`config.mk`:
```
export PLATFORM = sky130hd
export DESIGN_NAME = irq_ctrl_flat
export DESIGN_NICKNAME = d
export VERILOG_FILES = /design/src/rtl/irq_ctrl_pkg.sv /design/src/rtl/irq_ctrl_if.sv /design/src/rtl/irq_ctrl_prio_enc.sv /design/src/rtl/irq_ctrl.sv /design/src/flat_wrapper.sv
export SDC_FILE = /design/constraint.sdc
export NUM_CORES = 1
export LEC_CHECK = 0
export ABC_AREA = 1
export BUFFER_PORTS_ARGS = -buffer_cell sky130_fd_sc_hd__buf_2
export CORE_MARGIN = 2
export CORE_UTILIZATION = 35
export CTS_CLUSTER_DIAMETER = 40
export CTS_CLUSTER_SIZE = 16
export DETAILED_ROUTE_END_ITERATION = 8
export PLACE_DENSITY = 0.7
export SLEW_MARGIN = 5
export SYNTH_ARGS = -nofsm -noshare
export SYNTH_HDL_FRONTEND = slang
export SYNTH_SLANG_ARGS = --single-unit
```
`constraint.sdc`:
```
create_clock -name clk -period 1.5 [get_ports clk]
set_clock_uncertainty 0.15 [all_clocks]
set_input_delay 0.3 -clock clk [delete_from_list [all_inputs] [get_ports clk]]
set_output_delay 0.3 -clock clk [all_outputs]
set_load 0.02 [all_outputs]
```
`src/rtl/irq_ctrl_pkg.sv`:
```
// Shared types and default sizing for the interrupt source controller.
package irq_pkg;

  localparam int unsigned NUM_SRC_DEF   = 8;
  localparam int unsigned VEC_WIDTH_DEF = 3;

  typedef enum logic [1:0] {
    IDLE    = 2'd0,
    REQ     = 2'd1,
    SERVICE = 2'd2
  } irq_state_e;

endpackage

```
`src/rtl/irq_ctrl_if.sv`:
```
// Program-sequencer side of the interrupt controller: mask writes, ack/rti
// strobes, and the registered request/status outputs.
interface irq_ctrl_if
  import irq_pkg::*;
#(
  parameter int unsigned NUM_SRC   = NUM_SRC_DEF,
  parameter int unsigned VEC_WIDTH = VEC_WIDTH_DEF
);

  logic                 ps_mask_wr;
  logic [NUM_SRC-1:0]   ps_mask_dt;
  logic                 ps_irq_ack;
  logic                 ps_irq_rti;
  logic                 interrupt;
  logic [VEC_WIDTH-1:0] irq_vec;
  logic                 irq_active;
  logic [NUM_SRC-1:0]   irq_pend;
  logic [NUM_SRC-1:0]   irq_mask;

  modport master (
    output ps_mask_wr, ps_mask_dt, ps_irq_ack, ps_irq_rti,
    input  interrupt, irq_vec, irq_active, irq_pend, irq_mask
  );

  modport slave (
    input  ps_mask_wr, ps_mask_dt, ps_irq_ack, ps_irq_rti,
    output interrupt, irq_vec, irq_active, irq_pend, irq_mask
  );

endinterface

```
`src/rtl/irq_ctrl_prio_enc.sv`:
```
// Combinational find-first-set: index 0 is the highest priority.
module irq_prio_enc
  import irq_pkg::*;
#(
  parameter int unsigned NUM_SRC   = NUM_SRC_DEF,
  parameter int unsigned VEC_WIDTH = VEC_WIDTH_DEF
) (
  input  logic [NUM_SRC-1:0]   req,
  output logic [VEC_WIDTH-1:0] vec,
  output logic                 valid
);

  always_comb begin
    vec   = '0;
    valid = 1'b0;
    for (int unsigned i = 0; i < NUM_SRC; i++) begin
      if (req[i] && !valid) begin
        valid = 1'b1;
        vec   = VEC_WIDTH'(i);
      end
    end
  end

endmodule

```
`src/rtl/irq_ctrl.sv`:
```
// Interrupt source controller: edge-detects sources into a pending latch, masks,
// prioritises and holds a single registered request until acked, then blocks until rti.
module irq_ctrl
  import irq_pkg::*;
#(
  parameter int unsigned NUM_SRC   = NUM_SRC_DEF,
  parameter int unsigned VEC_WIDTH = VEC_WIDTH_DEF
) (
  input  logic               clk,
  input  logic               reset,
  input  logic [NUM_SRC-1:0] irq_src,
  irq_ctrl_if.slave          bus
);

  irq_state_e           state_q, state_d;
  logic [NUM_SRC-1:0]   src_q, src_d;
  logic [NUM_SRC-1:0]   pend_q, pend_d;
  logic [NUM_SRC-1:0]   mask_q, mask_d;
  logic [VEC_WIDTH-1:0] vec_q, vec_d;
  logic                 interrupt_q, interrupt_d;
  logic                 active_q, active_d;

  logic [NUM_SRC-1:0]   rise;
  logic [NUM_SRC-1:0]   eligible;
  logic [VEC_WIDTH-1:0] enc_vec;
  logic                 enc_valid;

  assign rise     = irq_src & ~src_q;
  assign eligible = pend_q & mask_q;

  irq_prio_enc #(
    .NUM_SRC   (NUM_SRC),
    .VEC_WIDTH (VEC_WIDTH)
  ) u_prio_enc (
    .req   (eligible),
    .vec   (enc_vec),
    .valid (enc_valid)
  );

  always_comb begin
    state_d = state_q;
    vec_d   = vec_q;
    pend_d  = pend_q;
    src_d   = irq_src;
    mask_d  = bus.ps_mask_wr ? bus.ps_mask_dt : mask_q;

    case (state_q)
      IDLE: begin
        if (enc_valid) begin
          state_d = REQ;
          vec_d   = enc_vec;
        end
      end
      REQ: begin
        // Ack is checked against the current mask, so a same-cycle mask write cannot cancel it.
        if (bus.ps_irq_ack) begin
          state_d        = SERVICE;
          pend_d[vec_q]  = 1'b0;
        end else if (!mask_q[vec_q]) begin
          state_d = IDLE;
        end
      end
      SERVICE: begin
        if (bus.ps_irq_rti) state_d = IDLE;
      end
      default: state_d = IDLE;
    endcase

    // A new edge on the acked source wins over the clear.
    pend_d      = pend_d | rise;
    interrupt_d = (state_d == REQ);
    active_d    = (state_d == SERVICE);
  end

  always_ff @(posedge clk) begin
    if (!reset) begin
      state_q     <= IDLE;
      src_q       <= '0;
      pend_q      <= '0;
      mask_q      <= '0;
      vec_q       <= '0;
      interrupt_q <= 1'b0;
      active_q    <= 1'b0;
    end else begin
      state_q     <= state_d;
      src_q       <= src_d;
      pend_q      <= pend_d;
      mask_q      <= mask_d;
      vec_q       <= vec_d;
      interrupt_q <= interrupt_d;
      active_q    <= active_d;
    end
  end

  assign bus.interrupt  = interrupt_q;
  assign bus.irq_vec    = vec_q;
  assign bus.irq_active = active_q;
  assign bus.irq_pend   = pend_q;
  assign bus.irq_mask   = mask_q;

endmodule

```
`src/flat_wrapper.sv`:
```
// flat-port wrapper written by rule: the top's interface ports become plain ports
module irq_ctrl_flat import irq_pkg::*;
#(
  parameter int unsigned NUM_SRC   = NUM_SRC_DEF,
  parameter int unsigned VEC_WIDTH = VEC_WIDTH_DEF
)
  (clk, reset, irq_src, bus_ps_mask_wr, bus_ps_mask_dt, bus_ps_irq_ack, bus_ps_irq_rti, bus_interrupt, bus_irq_vec, bus_irq_active, bus_irq_pend, bus_irq_mask);
  irq_ctrl_if #(.NUM_SRC(NUM_SRC), .VEC_WIDTH(VEC_WIDTH)) bus_i ();
  input  logic clk;
  input  logic reset;
  input  logic [NUM_SRC-1:0] irq_src;
  input wire logic [$bits(bus_i.ps_mask_wr)-1:0] bus_ps_mask_wr;
  input wire logic [$bits(bus_i.ps_mask_dt)-1:0] bus_ps_mask_dt;
  input wire logic [$bits(bus_i.ps_irq_ack)-1:0] bus_ps_irq_ack;
  input wire logic [$bits(bus_i.ps_irq_rti)-1:0] bus_ps_irq_rti;
  output wire logic [$bits(bus_i.interrupt)-1:0] bus_interrupt;
  output wire logic [$bits(bus_i.irq_vec)-1:0] bus_irq_vec;
  output wire logic [$bits(bus_i.irq_active)-1:0] bus_irq_active;
  output wire logic [$bits(bus_i.irq_pend)-1:0] bus_irq_pend;
  output wire logic [$bits(bus_i.irq_mask)-1:0] bus_irq_mask;
  assign bus_i.ps_mask_wr = bus_ps_mask_wr;
  assign bus_i.ps_mask_dt = bus_ps_mask_dt;
  assign bus_i.ps_irq_ack = bus_ps_irq_ack;
  assign bus_i.ps_irq_rti = bus_ps_irq_rti;
  assign bus_interrupt = bus_i.interrupt;
  assign bus_irq_vec = bus_i.irq_vec;
  assign bus_irq_active = bus_i.irq_active;
  assign bus_irq_pend = bus_i.irq_pend;
  assign bus_irq_mask = bus_i.irq_mask;
  irq_ctrl #(.NUM_SRC(NUM_SRC), .VEC_WIDTH(VEC_WIDTH)) u_core (.clk(clk), .reset(reset), .irq_src(irq_src), .bus(bus_i));
endmodule
```
Yosys cells after proc, flatten, opt, wreduce, memory -nomap -nowiden
Cells that the tools add are included.
Widths: inputs -> output; s select.
{"block": "word_totals", "regBits": 31, "latchBits": 0, "ramBits": 0, "mem_bits_ro": 0, "input_bits": 21, "out_inout_bits": 21, "word_cells": 62, "n_memories": 0}
{"block": "op_classes", "addsub": 0, "multipliers": 0, "div_mod_pow": 0, "order_cmp": 2, "n_eq_ne": 4, "n_shift": 0, "mux": 26, "n_bitwise": 6, "reduce_logical": 17}
{"operator": "$and 8x8->8", "n": 3}
{"operator": "$mux 3", "n": 6}
{"operator": "$mux 8", "n": 2}
{"operator": "$not 8->8", "n": 2}
{"operator": "$mux 1", "n": 11}
{"operator": "$logic_and 1x1->1", "n": 8}
{"operator": "$mux 2", "n": 4}
{"operator": "$or 8x8->8", "n": 1}
{"operator": "$logic_not 1->1", "n": 7}
{"operator": "$pmux 2 s3", "n": 1}
{"operator": "$eq 2x1->1 const B", "n": 2}
{"operator": "$eq 2x2->1 const B", "n": 2}
{"operator": "$lt 3x4->1 const B", "n": 1}
{"operator": "$bmux 1 s3", "n": 1}
{"operator": "$demux 1 s3", "n": 1}
{"operator": "$ge 3x1->1 const B", "n": 1}
{"operator": "$logic_not 2->1", "n": 1}
{"operator": "$reduce_and 2->1", "n": 1}

Depth between registers and ports, before layout
{"block": "depth", "ltp_word": 26, "depth_mapped": 9, "depth_no_buf": 9}

Cells and area by module
A second synthesis with hierarchy kept.
{"block": "hier_totals", "cells_unflattened": 181, "hier_area_um2": 1282.5}
{"mod": "irq_ctrl", "instances": 1, "cells_per_inst": 159, "area_each_um2": 1173.6, "seq_area_each_um2": 620.6}
{"mod": "irq_prio_enc", "instances": 1, "cells_per_inst": 22, "area_each_um2": 108.9, "seq_area_each_um2": 0.0}

Least setup slack after synthesis
No wires, ideal clock.
{"block": "synth_timing", "kind": "register to register", "from": "register u_core.vec_q[0], in the netlist u_core.bus.irq_vec[0]", "to": "register u_core.interrupt_q, in the netlist u_core.bus.interrupt", "setup_time_ns": 0.122, "t_arrival_ns": 1.064, "t_required_ns": 1.228, "setup_slack_ns": 0.164, "path_stages_with_launch": 7, "n_path_buf": 1, "synth_period_minus_slack_ns": 1.336, "path_cell_list": "dfxtp_1 > buf_2 > nand2_1 > o211ai_1 > nand2_1 > o21ai_1 > a21oi_1"}
{"block": "synth_via", "elab_chain_cells": 6}
{"item": "start, declared", "line": "irq_ctrl.sv:19", "text": "logic [VEC_WIDTH-1:0] vec_q, vec_d;"}
{"item": "start signal, assigned", "line": "irq_ctrl.sv:89", "text": "vec_q <= vec_d;"}
{"item": "$bmux 1 s3", "line": "irq_ctrl.sv:59", "text": "end else if (!mask_q[vec_q]) begin"}
{"item": "$mux 1 (implied by the code)", "line": "irq_ctrl.sv:59"}
{"item": "$mux 2", "line": "irq_ctrl.sv:59"}
{"item": "$mux 2", "line": "irq_ctrl.sv:56", "text": "if (bus.ps_irq_ack) begin"}
{"item": "$pmux 2 s3", "line": "irq_ctrl.sv:47", "text": "case (state_q)"}
{"item": "$eq 2x1->1", "line": "irq_ctrl.sv:71", "text": "interrupt_d = (state_d == REQ);"}
{"item": "end signal, assigned", "line": "irq_ctrl.sv:90", "text": "interrupt_q <= interrupt_d;"}
{"item": "end, declared", "line": "irq_ctrl.sv:20", "text": "logic interrupt_q, interrupt_d;"}
No other way between the ends. The select of a mux whose other input is x is not followed.
A chain may end at the register's enable or synchronous reset.

Worst setup path in the final report
{"block": "layout_timing", "from": "register u_core.vec_q[0], in the netlist u_core.bus.irq_vec[0]", "to": "output port bus_irq_vec[0]"}
{"item": "end, declared", "line": "flat_wrapper.sv:17", "text": "output wire logic [$bits(bus_i.irq_vec)-1:0] bus_irq_vec;"}
No word-level cell between the ends.

==> metrics <==
outcome=finished clean; worst-margin pin slew=0.360 ns; Max FO, Critical Path=12; Crit path largest cell delay=0.46 ns; Netlist Area Pre-Place=1290 sq um; # setup viols final=0; via count=1227; pin count of the biggest net entering global routing=18; DR vias/cell=4.56; Int Pwr=1370 uW; die width=64.8 um; RSZ-0062 raised after global routing=false; wire length per cell=10.9 um; H-tree levels=2; Final Hold Viols=0; placed insts=263; Synth Net Count=199; total power=1990 uW; Detailed Route WL=2930 um; Fmax=719 MHz; Worst path slowest cell=dfxtp_2; antenna cell count=0; minimum setup slack among reg-to-reg paths=0.19 ns; Layout Area Growth over Synthesis=24.9%; WHS=0.0712 ns; Yosys cell types=17; Rows=22; hold_buf cts=0; NetSw=621 uW; commonest non-fill, non-tap cell in the layout=buf_2; syn_area_per_cell=7.26 sq um; die span in y=64.8 um; Core ar.=3610 sq um; CTS Buf Count=5; post-route setup TNS=0 ns; register area share after synthesis=0.480; number of global-route vias before repair=1124; CP startpoint kind=flop; Leak Pwr=0.000848 uW; initial antenna violation count=0; Layout Cells excl Fill=269; Comb power frac=0.220; buffer and inverter count on the worst path=1; Worst setup EP type=primary output; max_cap viols=0; design area=1610 sq um; clk buf depth=2; instance area after placement=1540 sq um; sw frac=0.313; Flop pwr share=0.493; Initial Util=0.358; crit-path cells=buf_2; Hold Crit Class=in -> reg; Slew Limit Fails=0; Crit path max-delay family=flip-flops; critical path type=reg -> out; First DRT Iteration DRCs=44; io pins=42; I/O Buffers=41; CTS tree=yes; Critical Path RT=1.05 ns; Final ANT Viol Nets=0; first-pass GRT wire length=4950 um; Worst VDD drop=611 uV; drc violations=0; routability congestion estimate from global placement=0.901; CTS Sinks=31; data arrival time of the worst path=0.94 ns; period utilization=0.928; # nets final=243; Max-slew headroom=0.760; worst skew pair latency=0.27 ns; Clock power frac=0.287; layout cells sized above 1=0.258; Pre-antenna DRT Iters=4; Tmin final=1.39 ns; post-CTS setup buffer count=0; cells after synthesis=178; HPWL Detailed=2300 um; flops & latches, synth=31; total track usage=0.156; YS warnings=0; cell at the root of the clock tree=clkbuf_8; most frequent cells in the layout=buf_2, nand2_1, dfxtp_1, inv_1, nor2_1; total gr overflow=0; full die area=4200 sq um; Pwr Density=1230 nW/um^2; Clock transition at path regs=0.06 ns; post-CTS resize count=1
-- power by group through the flow --
| stage | Clock (uW) | Combinational [uW] | Sequential (uW) |
|---|---|---|---|
| finish | 570 | 437 | 979 |
| global placement | 0 | 435 | 994 |
| detailed placement | 0 | 438 | 998 |
| floorplan | 0 | 244 | 1040 |
| CTS | 591 | 439 | 982 |
| global route | 626 | 492 | 993 |
-- path summary, 6_finish.rpt --
| path | from | endpoint | cells past startpoint |
|---|---|---|---|
| worst max register to register | u_core.bus.irq_vec[0]$_SDFFE_PN0P_ | u_core.bus.interrupt$_SDFF_PN0_ | 6 |
| worst min register to register | u_core.src_q[5]$_SDFF_PN0_ | u_core.bus.irq_pend[5]$_SDFF_PN0_ | 1 |
| worst max-delay path | u_core.bus.irq_vec[0]$_SDFFE_PN0P_ | bus_irq_vec[0] | 1 |
| worst min-delay path | irq_src[2] | u_core.src_q[2]$_SDFF_PN0_ | 3 |
-- through the flow --
step / setup slack [ns] / util
final: 0.108 / 0.448
after global placement: 0.0633 / 0.427
after global routing: 0.0400 / 0.448
after CTS: 0.0844 / 0.448
after floorplan: 0.164 / -
after detailed placement: 0.0403 / 0.427
-- per-layer routing --
metal	GRT usage	vias up	routed length [um]
met5	0	-	0
met4	0.0824	0	80
met3	0.0590	9	208
met2	0.228	44	1220
met1	0.198	522	1420
li1	-	652	-
-- Yosys cell counts --
library cell	number	area [sq um]
a21oi_1	9	45.0
buf_2	5	25.0
dfxtp_1	31	621
inv_1	27	101
inv_2	1	3.75
nand2_1	36	135
nand2_2	5	31.3
nand3_1	15	75.1
nand4_1	1	6.26
nand4_2	1	12.5
nor2_1	20	75.1
nor2_4	2	22.5
o211ai_1	3	22.5
o21ai_0	16	80.1
o21ai_1	2	10.0
o22ai_1	3	18.8
o31ai_1	1	7.51
-- state kept, by name, summed over array words and instances, names as in the netlist --
name / count
u_core.bus.irq_mask: 8
u_core.bus.irq_pend: 8
u_core.src_q: 8
u_core.bus.irq_vec: 3
u_core.state_q: 2
u_core.bus.interrupt: 1
u_core.bus.irq_active: 1
-- cell type report --
| cell class | instances | area [sq um] |
|---|---|---|
| Clock buffer | 6 | 72.6 |
| Fill cell | 388 | 1990 |
| Inverter | 28 | 105 |
| Multi-Input combinational cell | 114 | 542 |
| Sequential cell | 31 | 622 |
| Tap cell | 48 | 60.1 |
| Timing Repair Buffer | 42 | 213 |
-- logic make-up (layout without fill, tap and decap cells) --
| logic type | count (synthesis) | after routing | share of synthesized area |
|---|---|---|---|
| simple gates | 80 | 80 | 0.277 |
| compound gates | 34 | 34 | 0.142 |
| buf+inv | 33 | 76 | 0.101 |
| flops | 31 | 31 | 0.480 |
Note: power is estimated with default switching activity, not from simulation.
